<file path="config.mk">
export PLATFORM = sky130hd
export DESIGN_NAME = vanilla_decode_buffer
export DESIGN_NICKNAME = d
export VERILOG_FILES = /design/src/rtl/bsg_vanilla_pkg.sv /design/src/rtl/vanilla_decode_lite.sv /design/src/rtl/vanilla_decode_buffer.sv
export SDC_FILE = /design/constraint.sdc
export NUM_CORES = 1
export LEC_CHECK = 0
export CORE_MARGIN = 1.5
export CORE_UTILIZATION = 30
export CTS_BUF_LIST = sky130_fd_sc_hd__clkbuf_2
export CTS_CLUSTER_SIZE = 24
export DETAILED_ROUTE_END_ITERATION = 16
export HOLD_SLACK_MARGIN = 0.1
export PLACE_DENSITY_LB_ADDON = 0.2
export SETUP_SLACK_MARGIN = 0.05
export SLEW_MARGIN = 40
export SYNTH_ARGS = -nofsm -noshare
export SYNTH_HDL_FRONTEND = slang
export SYNTH_SLANG_ARGS = --single-unit
</file>
<file path="constraint.sdc">
create_clock -name clk_i -period 3.4 [get_ports clk_i]
set_clock_uncertainty 0.1 [all_clocks]
set_input_delay 0.68 -clock clk_i [delete_from_list [all_inputs] [get_ports clk_i]]
set_output_delay 0.68 -clock clk_i [all_outputs]
set_load 0.005 [all_outputs]
</file>
<file path="src/rtl/bsg_vanilla_pkg.sv">
// Shared definitions for the vanilla decode queue: RV32 opcode / funct7
// constants and the compact decoded control record.
package bsg_vanilla_pkg;

    // Major opcodes, instr[6:0]
    localparam logic [6:0] RV32_LUI_OP      = 7'b0110111;
    localparam logic [6:0] RV32_AUIPC_OP    = 7'b0010111;
    localparam logic [6:0] RV32_JAL_OP      = 7'b1101111;
    localparam logic [6:0] RV32_JALR_OP     = 7'b1100111;
    localparam logic [6:0] RV32_BRANCH_OP   = 7'b1100011;
    localparam logic [6:0] RV32_LOAD_OP     = 7'b0000011;
    localparam logic [6:0] RV32_STORE_OP    = 7'b0100011;
    localparam logic [6:0] RV32_OP_OP       = 7'b0110011;
    localparam logic [6:0] RV32_OP_IMM_OP   = 7'b0010011;
    localparam logic [6:0] RV32_AMO_OP      = 7'b0101111;
    localparam logic [6:0] RV32_OP_FP_OP    = 7'b1010011;
    localparam logic [6:0] RV32_LOAD_FP_OP  = 7'b0000111;
    localparam logic [6:0] RV32_STORE_FP_OP = 7'b0100111;
    localparam logic [6:0] RV32_MISC_MEM_OP = 7'b0001111;
    localparam logic [6:0] RV32_SYSTEM_OP   = 7'b1110011;

    // funct7 values of interest
    localparam logic [6:0] RV32_MD_FUNCT7      = 7'b0000001;
    localparam logic [6:0] RV32_FCMP_FUNCT7    = 7'b1010000;
    localparam logic [6:0] RV32_FMV_X_W_FUNCT7 = 7'b1110000;
    localparam logic [6:0] RV32_FCVT_W_FUNCT7  = 7'b1100000;
    localparam logic [6:0] RV32_FCVT_S_FUNCT7  = 7'b1101000;
    localparam logic [6:0] RV32_FMV_W_X_FUNCT7 = 7'b1111000;

    // AMO funct5 (funct7[6:2]) groups that read rs2
    localparam logic [4:0] RV32_AMOSWAP_FUNCT5 = 5'b00001;
    localparam logic [4:0] RV32_AMOOR_FUNCT5   = 5'b01000;

    typedef struct packed {
        logic writes_rf;
        logic reads_rf1;
        logic reads_rf2;
        logic writes_fp_rf;
        logic is_load;
        logic is_store;
        logic is_branch;
        logic is_jal;
        logic is_jalr;
        logic is_md;
        logic is_fence;
        logic illegal;
    } decode_lite_s;

endpackage

</file>
<file path="src/rtl/vanilla_decode_lite.sv">
// Combinational RV32 decoder producing the compact decode_lite_s record.
module vanilla_decode_lite
    import bsg_vanilla_pkg::*;
(
    input  logic [31:0]  instr_i,
    output decode_lite_s decode_o
);

    logic [6:0] op;
    logic [6:0] funct7;
    logic [2:0] funct3;
    logic [4:0] rs2;
    logic       rd_nz;
    logic       fp_int_dest;
    logic       unused_rs1;

    assign op     = instr_i[6:0];
    assign funct7 = instr_i[31:25];
    assign funct3 = instr_i[14:12];
    assign rs2    = instr_i[24:20];
    assign rd_nz  = (instr_i[11:7] != 5'd0);
    assign unused_rs1 = ^instr_i[19:15];

    // FP ops whose result lands in the integer register file
    assign fp_int_dest = (funct7 == RV32_FCMP_FUNCT7)
                       | ((funct7 == RV32_FMV_X_W_FUNCT7) & (rs2 == 5'd0))
                       | (funct7 == RV32_FCVT_W_FUNCT7);

    // Opcode-driven decode of all record fields
    always_comb begin
        decode_o = '0;
        case (op)
            RV32_LUI_OP, RV32_AUIPC_OP: begin
                decode_o.writes_rf = rd_nz;
            end
            RV32_JAL_OP: begin
                decode_o.writes_rf = rd_nz;
                decode_o.is_jal    = 1'b1;
            end
            RV32_JALR_OP: begin
                decode_o.writes_rf = rd_nz;
                decode_o.reads_rf1 = 1'b1;
                decode_o.is_jalr   = 1'b1;
            end
            RV32_BRANCH_OP: begin
                decode_o.reads_rf1 = 1'b1;
                decode_o.reads_rf2 = 1'b1;
                decode_o.is_branch = 1'b1;
            end
            RV32_LOAD_OP: begin
                decode_o.writes_rf = rd_nz;
                decode_o.reads_rf1 = 1'b1;
                decode_o.is_load   = 1'b1;
            end
            RV32_STORE_OP: begin
                decode_o.reads_rf1 = 1'b1;
                decode_o.reads_rf2 = 1'b1;
                decode_o.is_store  = 1'b1;
            end
            RV32_OP_OP: begin
                decode_o.writes_rf = rd_nz;
                decode_o.reads_rf1 = 1'b1;
                decode_o.reads_rf2 = 1'b1;
                decode_o.is_md     = (funct7 == RV32_MD_FUNCT7);
            end
            RV32_OP_IMM_OP: begin
                decode_o.writes_rf = rd_nz;
                decode_o.reads_rf1 = 1'b1;
            end
            RV32_AMO_OP: begin
                decode_o.writes_rf = rd_nz;
                decode_o.reads_rf1 = 1'b1;
                decode_o.reads_rf2 = (funct7[6:2] == RV32_AMOSWAP_FUNCT5)
                                   | (funct7[6:2] == RV32_AMOOR_FUNCT5);
            end
            RV32_LOAD_FP_OP: begin
                decode_o.reads_rf1    = 1'b1;
                decode_o.writes_fp_rf = 1'b1;
                decode_o.is_load      = 1'b1;
            end
            RV32_STORE_FP_OP: begin
                decode_o.reads_rf1 = 1'b1;
                decode_o.is_store  = 1'b1;
            end
            RV32_OP_FP_OP: begin
                decode_o.writes_rf    = fp_int_dest;
                decode_o.writes_fp_rf = ~fp_int_dest;
                decode_o.reads_rf1    = (funct7 == RV32_FCVT_S_FUNCT7)
                                      | (funct7 == RV32_FMV_W_X_FUNCT7);
            end
            RV32_MISC_MEM_OP: begin
                decode_o.is_fence = (funct3 == 3'b000);
            end
            RV32_SYSTEM_OP: begin
                decode_o.illegal = 1'b0;
            end
            default: begin
                decode_o.illegal = 1'b1;
            end
        endcase
    end

endmodule

</file>
<file path="src/rtl/vanilla_decode_buffer.sv">
// Registered decode queue between fetch and issue. Instructions are decoded
// on the write side and stored with their PC in a circular buffer.
// Optional same-cycle bypass when empty: define VANILLA_DECODE_BUF_BYPASS_EN.
module vanilla_decode_buffer
    import bsg_vanilla_pkg::*;
#(
    parameter int unsigned depth_p    = 4,
    parameter int unsigned pc_width_p = 22
)
(
    input  logic                           clk_i,
    input  logic                           reset_n_i,
    input  logic                           v_i,
    input  logic [31:0]                    instr_i,
    input  logic [pc_width_p-1:0]          pc_i,
    output logic                           ready_o,
    output logic                           v_o,
    output decode_lite_s                   decode_o,
    output logic [31:0]                    instr_o,
    output logic [pc_width_p-1:0]          pc_o,
    input  logic                           yumi_i,
    input  logic                           flush_i,
    output logic [$clog2(depth_p+1)-1:0]   count_o
);

    localparam int unsigned ptr_w_lp = $clog2(depth_p);
    localparam int unsigned cnt_w_lp = $clog2(depth_p+1);

    decode_lite_s            dec_li;
    decode_lite_s            dec_mem   [depth_p];
    logic [31:0]             instr_mem [depth_p];
    logic [pc_width_p-1:0]   pc_mem    [depth_p];

    logic [ptr_w_lp-1:0]     wptr_r, rptr_r;
    logic [cnt_w_lp-1:0]     count_r;
    logic                    empty, bypass, enq, deq;

    vanilla_decode_lite decode (
        .instr_i  (instr_i),
        .decode_o (dec_li)
    );

    assign empty   = (count_r == '0);
    assign ready_o = (count_r != cnt_w_lp'(depth_p));
    assign count_o = count_r;

`ifdef VANILLA_DECODE_BUF_BYPASS_EN
    assign bypass = empty & v_i & ~flush_i;
`else
    assign bypass = 1'b0;
`endif

    // A bypassed word consumed in the same cycle never touches storage
    assign enq = v_i & ready_o & ~flush_i & ~(bypass & yumi_i);
    assign deq = yumi_i & ~empty & ~flush_i;

    // Pointer and occupancy tracking; flush dominates enqueue/dequeue
    always_ff @(posedge clk_i or negedge reset_n_i) begin
        if (!reset_n_i) begin
            wptr_r  <= '0;
            rptr_r  <= '0;
            count_r <= '0;
        end else if (flush_i) begin
            wptr_r  <= '0;
            rptr_r  <= '0;
            count_r <= '0;
        end else begin
            if (enq) wptr_r <= wptr_r + ptr_w_lp'(1);
            if (deq) rptr_r <= rptr_r + ptr_w_lp'(1);
            count_r <= count_r + cnt_w_lp'(enq) - cnt_w_lp'(deq);
        end
    end

    // Tail write of decoded record, raw word and PC (contents not reset)
    always_ff @(posedge clk_i) begin
        if (enq) begin
            dec_mem[wptr_r]   <= dec_li;
            instr_mem[wptr_r] <= instr_i;
            pc_mem[wptr_r]    <= pc_i;
        end
    end

    // Head presentation from storage, or from the input when bypassing
    always_comb begin
        v_o      = ~empty | bypass;
        decode_o = dec_mem[rptr_r];
        instr_o  = instr_mem[rptr_r];
        pc_o     = pc_mem[rptr_r];
`ifdef VANILLA_DECODE_BUF_BYPASS_EN
        if (bypass) begin
            decode_o = dec_li;
            instr_o  = instr_i;
            pc_o     = pc_i;
        end
`endif
    end

    yumi_needs_valid: assert property (@(posedge clk_i) disable iff (!reset_n_i)
                                       yumi_i |-> v_o);

endmodule

</file>
Word-level counts from Yosys, hierarchy flattened
Memory sizes are Yosys's and may differ from the RTL's.
Index checks and enable logic that the tools add are counted.
- output and inout bits: 71
- flip-flop bits (word level): 7
- memories kept: 3
- RAM bits: 264
- equal/unequal tests: 24
- reduce and logical (&&, ||, !) cells: 12
- bitwise gates (word level): 12
- mux-type cells: 19
- add/sub/neg operators: 4
- memories (memory ; depth ; width ; rd ports ; clocked after memory_dff ; write ports ; RTL line ; RTL):
    instr_mem ; 4 ; 32 ; 1 ; 0 ; 1 ; vanilla_decode_buffer.sv:31 ; logic [31:0] instr_mem [depth_p];
    pc_mem ; 4 ; 22 ; 1 ; 0 ; 1 ; vanilla_decode_buffer.sv:32 ; logic [pc_width_p-1:0] pc_mem [depth_p];
    dec_mem ; 4 ; 12 ; 1 ; 0 ; 1 ; vanilla_decode_buffer.sv:30 ; decode_lite_s dec_mem [depth_p];
- operators by type and width (kind ; count):
    7-bit equality test (second input constant) ; 10
    7-bit by 6-bit equality test with 1-bit output (second input constant) ; 5
    15-bit OR reduction ; 1
    7-bit by 5-bit equality test with 1-bit output (second input constant) ; 2
    1-bit two-way mux ; 10
    9-bit OR reduction ; 1
    2-bit two-way mux ; 4
    1-bit case mux with 2 select lines ; 4
    8-bit OR reduction ; 1
    7-bit by 1-bit equality test with 1-bit output (second input constant) ; 1
    7-bit by 2-bit equality test with 1-bit output (second input constant) ; 1
    7-bit by 3-bit equality test with 1-bit output (second input constant) ; 1
    7-bit by 4-bit equality test with 1-bit output (second input constant) ; 1
    3-bit logical NOT ; 2
    1-bit AND ; 5
    5-bit by 1-bit equality test with 1-bit output (second input constant) ; 1
    5-bit by 4-bit equality test with 1-bit output (second input constant) ; 1
    5-bit logical NOT ; 1
    5-bit nonzero test ; 1
    2-bit by 1-bit adder with 2-bit output (second input constant) ; 2
    1-bit bitwise OR ; 4
    2-bit nonzero test ; 2
    2-bit OR reduction ; 2
    3-bit by 1-bit adder with 3-bit output ; 1
    5 further kinds ; 7

Depth between registers and ports, before layout
- word-level depth: 6
- depth in mapped cells: 11
- depth with buffers taken out: 11

By module
Synthesis repeated with hierarchy kept, for this count alone.
- cells, all modules: 451
- area total of the unflattened synthesis: 10356.2 µm²
- by module, submodules not included (module ; sequential area each (µm²) ; area an instance (µm²) ; instances ; cells each):
    vanilla_decode_buffer ; 8102.8 ; 10009.6 ; 1 ; 393
    vanilla_decode_lite ; 0.0 ; 346.6 ; 1 ; 58

Worst setup path before layout
No wires, ideal clock.
- path kind: input -> register
- start point: input flush_i
- end point: memory dec_mem[0][0] in the netlist's numbering, enable pin
- stages: 3
- setup time: 0.431 ns
- data arrival time: 2.636 ns
- setup slack: 0.232 ns
- data required time: 2.869 ns
- cells stage by stage: clkbuf_1 -> nor2_1 -> and2_1
- longest elaborated chain between the ends: 4
- ends and longest elaborated chain (element ; RTL line ; RTL):
    start, declared ; vanilla_decode_buffer.sv:22 ; input logic flush_i,
    1-bit NOT ; vanilla_decode_buffer.sv:54 ; assign enq = v_i & ready_o & ~flush_i & ~(bypass & yumi_i);
    1-bit AND ; vanilla_decode_buffer.sv:54 ;
    1-bit two-way mux ; vanilla_decode_buffer.sv:76 ; if (enq) begin
    1-bit two-way mux (not written as such) ; vanilla_decode_buffer.sv:77 ; dec_mem[wptr_r] <= dec_li;
    end, declared ; vanilla_decode_buffer.sv:30 ;
No other way between the ends.

Worst setup path in the final report
- start point: register rptr_r[0]
- end point: output pc_o[21]
- longest elaborated chain between the ends: 1
- ends and longest elaborated chain (element ; RTL line ; RTL):
    start, declared ; vanilla_decode_buffer.sv:34 ; logic [ptr_w_lp-1:0] wptr_r, rptr_r;
    start signal, assigned ; vanilla_decode_buffer.sv:69 ; if (deq) rptr_r <= rptr_r + ptr_w_lp'(1);
    memory 4 x 22 bit ; n/a ;
    end, declared ; vanilla_decode_buffer.sv:20 ; output logic [pc_width_p-1:0] pc_o,
No other way between the ends.

==> results.rst <==
.. list-table::
   :header-rows: 1

   * - Metric
     - Value
   * - Pin count of the biggest net entering global routing
     - between 60 and 70
   * - Placer Congestion
     - around 0.75
   * - Worst setup endpoint
     - pc_o[21]
   * - Final number of setup-violating endpoints
     - 0
   * - Worst EP required
     - about 2600 ps
   * - Least setup slack across all paths after layout
     - between 150 and 200 ps
   * - Pin slew with the least headroom to its limit
     - 710.6 ps
   * - Crit Reg-Reg Startpoint
     - count_o[1]
   * - Cell area power density
     - roughly 630 mW/mm2
   * - Worst-path maximum fanout
     - 9
   * - Final clock period utilization by the worst path
     - 0.9445
   * - Core area
     - about 0.034 mm2
   * - Number of buffers on the longest clock path
     - 3
   * - Area of the die
     - about 0.035 mm2
   * - Critical path class
     - reg -> out
   * - Layout area overhead
     - 28.56%
   * - Data arrival time of the critical path
     - 2430 ps
   * - Via count of the first global-routing pass
     - roughly 5900
   * - Library cell used as clock root buffer
     - sky130_fd_sc_hd__clkbuf_2
   * - Count of final max-slew check failures
     - 0
   * - HPWL after detailed placement
     - 13140 um
   * - Number of distinct standard cells referenced by the synthesized netlist
     - 38
   * - Detailed-router iteration count before antenna repair
     - 4
   * - Worst Min Path Start
     - v_i
   * - Fraction of layout cells with a size suffix above 1
     - 0.3283
   * - Worst reg-to-reg path cell count
     - 11
   * - Clock input transition at the sequential cells of the worst setup and hold paths
     - about 100 ps
   * - Syn Nets
     - between 500 and 600
   * - Launching instance or port of the critical path
     - rptr_r[0]
   * - Setup repair after global routing missed its margin
     - true
   * - Average routed wire per standard cell
     - roughly 19 um
   * - Final critical delay including setup and external delays
     - between 3000 and 4000 ps
   * - Final TNS setup
     - 0 ps
   * - Post-DRT Antenna Nets
     - 0
   * - Worst setup slack for register-to-register paths
     - slightly above 800 ps
   * - Die Span Y
     - 187.9 um
   * - Leftover overflow at the end of global routing
     - 0
   * - Cell area after synthesis
     - 0.01026 mm2
   * - Number of sinks driven by the clock tree
     - around 270
   * - Remaining max-slew budget at the tightest pin
     - 0.5196
   * - Register area share after synthesis
     - 0.7897
   * - Wire length of the first global-routing pass
     - roughly 35000 um
   * - Starting Density
     - 0.3052
   * - # port buffers
     - 129
   * - Worst slack at placement
     - 356.4 ps
   * - Count of mapped cells out of synthesis
     - 447
   * - Path category of the worst min-delay check
     - in -> reg
   * - CTS H-tree depth
     - 3
   * - Synth warnings
     - 0
   * - Startpoint type of the worst setup path
     - register
   * - Width of the chip
     - between 150 and 200 um
   * - Clock network latency to the later pin of the worst-skew pair
     - around 790 ps
   * - Initial antenna violation count
     - 2
   * - Outcome
     - finished clean
   * - Total number of vias
     - about 5400
   * - Detailed Route Iter0 Violations
     - between 300 and 400
   * - Area fraction of the dominant cell type after synthesis
     - 0.7726
   * - Largest cells by area after synthesis
     - sky130_fd_sc_hd__edfxtp_1, sky130_fd_sc_hd__mux4_2, sky130_fd_sc_hd__dfrtp_1
   * - VDD IR max
     - 277.6 uV
   * - CTS buffer count
     - 74
   * - Final non-filler cell area
     - ~0.013 mm2
   * - Routed wire length
     - 22690 um
   * - LEAKAGE
     - around 4.5 nW
   * - Critical Path End Type
     - output port
   * - DRC
     - 0
   * - Placed instance area
     - around 0.012 mm2
   * - Fmax
     - approximately 0.31 GHz
   * - Top library cells by usage in the layout, fill and taps aside
     - sky130_fd_sc_hd__edfxtp_1, sky130_fd_sc_hd__clkbuf_2, sky130_fd_sc_hd__mux4_2
   * - Post-synthesis area per instance
     - between 20 and 25 um2
   * - Hold Worst Slack
     - 375.1 ps
   * - Count of final hold-check violations
     - 0
   * - Via density per instance
     - roughly 4.6
   * - Max-cap check violation count
     - 0
   * - Biggest area consumer among synthesized cells
     - sky130_fd_sc_hd__edfxtp_1
   * - TritonCTS clock tree
     - done
   * - Number of flip-flops and latches in the synthesized netlist
     - between 200 and 300
   * - Net count of the finished layout
     - between 700 and 800
   * - Reg-to-reg endpoint
     - count_o[2]
   * - Number of placement rows
     - 67
   * - Global routing usage summed across all routing layers
     - 0.1318
   * - I/O Pins
     - between 100 and 150
   * - Most common library cell in the layout ignoring fill and taps
     - sky130_fd_sc_hd__edfxtp_1
-- cells in the mapped netlist --
master and n:
sky130_fd_sc_hd__inv_1 6, sky130_fd_sc_hd__and2b_1 1, sky130_fd_sc_hd__o41ai_1 1, sky130_fd_sc_hd__nor4_1 3, sky130_fd_sc_hd__nand4_1 2, sky130_fd_sc_hd__nand2b_1 2, sky130_fd_sc_hd__nand3_1 2, sky130_fd_sc_hd__a21oi_1 3
sky130_fd_sc_hd__or4_1 2, sky130_fd_sc_hd__o41ai_2 1, sky130_fd_sc_hd__nor3b_1 1, sky130_fd_sc_hd__nor2_1 16, sky130_fd_sc_hd__nand2_1 9, sky130_fd_sc_hd__or3b_2 1, sky130_fd_sc_hd__a31oi_1 1, sky130_fd_sc_hd__xnor2_1 3
sky130_fd_sc_hd__and3_1 1, sky130_fd_sc_hd__a2111oi_0 1, sky130_fd_sc_hd__mux4_2 66, sky130_fd_sc_hd__buf_2 5, sky130_fd_sc_hd__xor2_1 4, sky130_fd_sc_hd__nor2b_1 1, sky130_fd_sc_hd__buf_1 5, sky130_fd_sc_hd__a221o_1 1
sky130_fd_sc_hd__fa_1 1, sky130_fd_sc_hd__o31ai_1 1, sky130_fd_sc_hd__a221oi_1 1, sky130_fd_sc_hd__nand3b_1 2, sky130_fd_sc_hd__ha_1 6, sky130_fd_sc_hd__edfxtp_1 264, sky130_fd_sc_hd__dfrtp_1 7, sky130_fd_sc_hd__buf_4 3
sky130_fd_sc_hd__clkbuf_1 7, sky130_fd_sc_hd__nor4b_1 2, sky130_fd_sc_hd__o21ai_0 2, sky130_fd_sc_hd__or3_1 6, sky130_fd_sc_hd__nor3_1 3, sky130_fd_sc_hd__and2_1 4
-- critical path, stage by stage (launching register included) --
cell                            delay, ps
sky130_fd_sc_hd__dfrtp_4              510
sky130_fd_sc_hd__buf_12               150
sky130_fd_sc_hd__buf_16               140
sky130_fd_sc_hd__buf_4                130
sky130_fd_sc_hd__mux4_2               410
sky130_fd_sc_hd__dlygate4sd2_1        300
-- worst min path at each step --
stage,endpoint,slack (ps),cells after the start
floorplan,count_o[0],280,0
global placement,wptr_r[1],470,2
detailed placement,wptr_r[1],490,2
CTS,instr_mem[1][18],250,1
global route,instr_mem[2][17],250,1
finish,wptr_r[1],380,3
-- stage by stage --
stage / utilization / instances / power, mW
2_1_floorplan: - / 447 / 4.973
3_3_place_gp: 0.3654 / 1025 / 6.021
3_5_place_dp: 0.3654 / 1025 / 6.036
4_1_cts: 0.3915 / 1172 / 8.504
5_1_grt: 0.3924 / 1177 / 8.845
6_report: 0.3924 / 1177 / 8.354
-- cell type report --
cell class | instances | area [um2]
well taps | 448 | 560.5
inverters | 6 | 22.52
clock buffers | 108 | 540.5
multi-input cells | 150 | 2053
flip-flops and latches | 271 | 8110
repair buffers | 173 | 1760
diodes | 1 | 2.502
fillers | 3153 | 20420
clock inverters | 20 | 141.4
-- layer usage --
metal,up-vias,GRT usage,share of wire
met5,-,0,0.00053
met4,2,0.05538,0.024
met3,54,0.04192,0.060
met2,173,0.2121,0.48
met1,2755,0.1641,0.44
li1,2391,-,-
-- sequential cells by signal, indices dropped and copies added, names as in the netlist --
signal and flops:
count_o 3, dec_mem 48, instr_mem 128, pc_mem 88, rptr_r 2, wptr_r 2
-- logic make-up after synthesis --
| family | count (synthesis) | synth area share |
|---|---|---|
| mux | 66 | 0.1449 |
| buf+inv | 26 | 0.01122 |
| fa+ha+maj | 7 | 0.009267 |
| xor+xnor | 7 | 0.005975 |
| simple gates | 58 | 0.03012 |
| compound gates | 12 | 0.008903 |
| flops | 271 | 0.7897 |
-- where the power goes --
part / switching, mW / leakage, nW / internal [mW] / total (mW)
registers: 0.0601 / 2.49 / 3.87 / 3.93
logic: 0.869 / 1.46 / 1.25 / 2.12
clock network: 1.30 / 0.512 / 1.00 / 2.30
total: 2.23 / 4.46 / 6.12 / 8.35
-- what timing repair did --
action	CTS	global route
endpoints found under the hold margin	7	0
resized for setup	82	7
cloned	3	0
setup buffers	15	4
hold buffers	1	0
pin swaps	0	0
setup endpoints to repair	66	11
(Power assumes the default switching activity.)
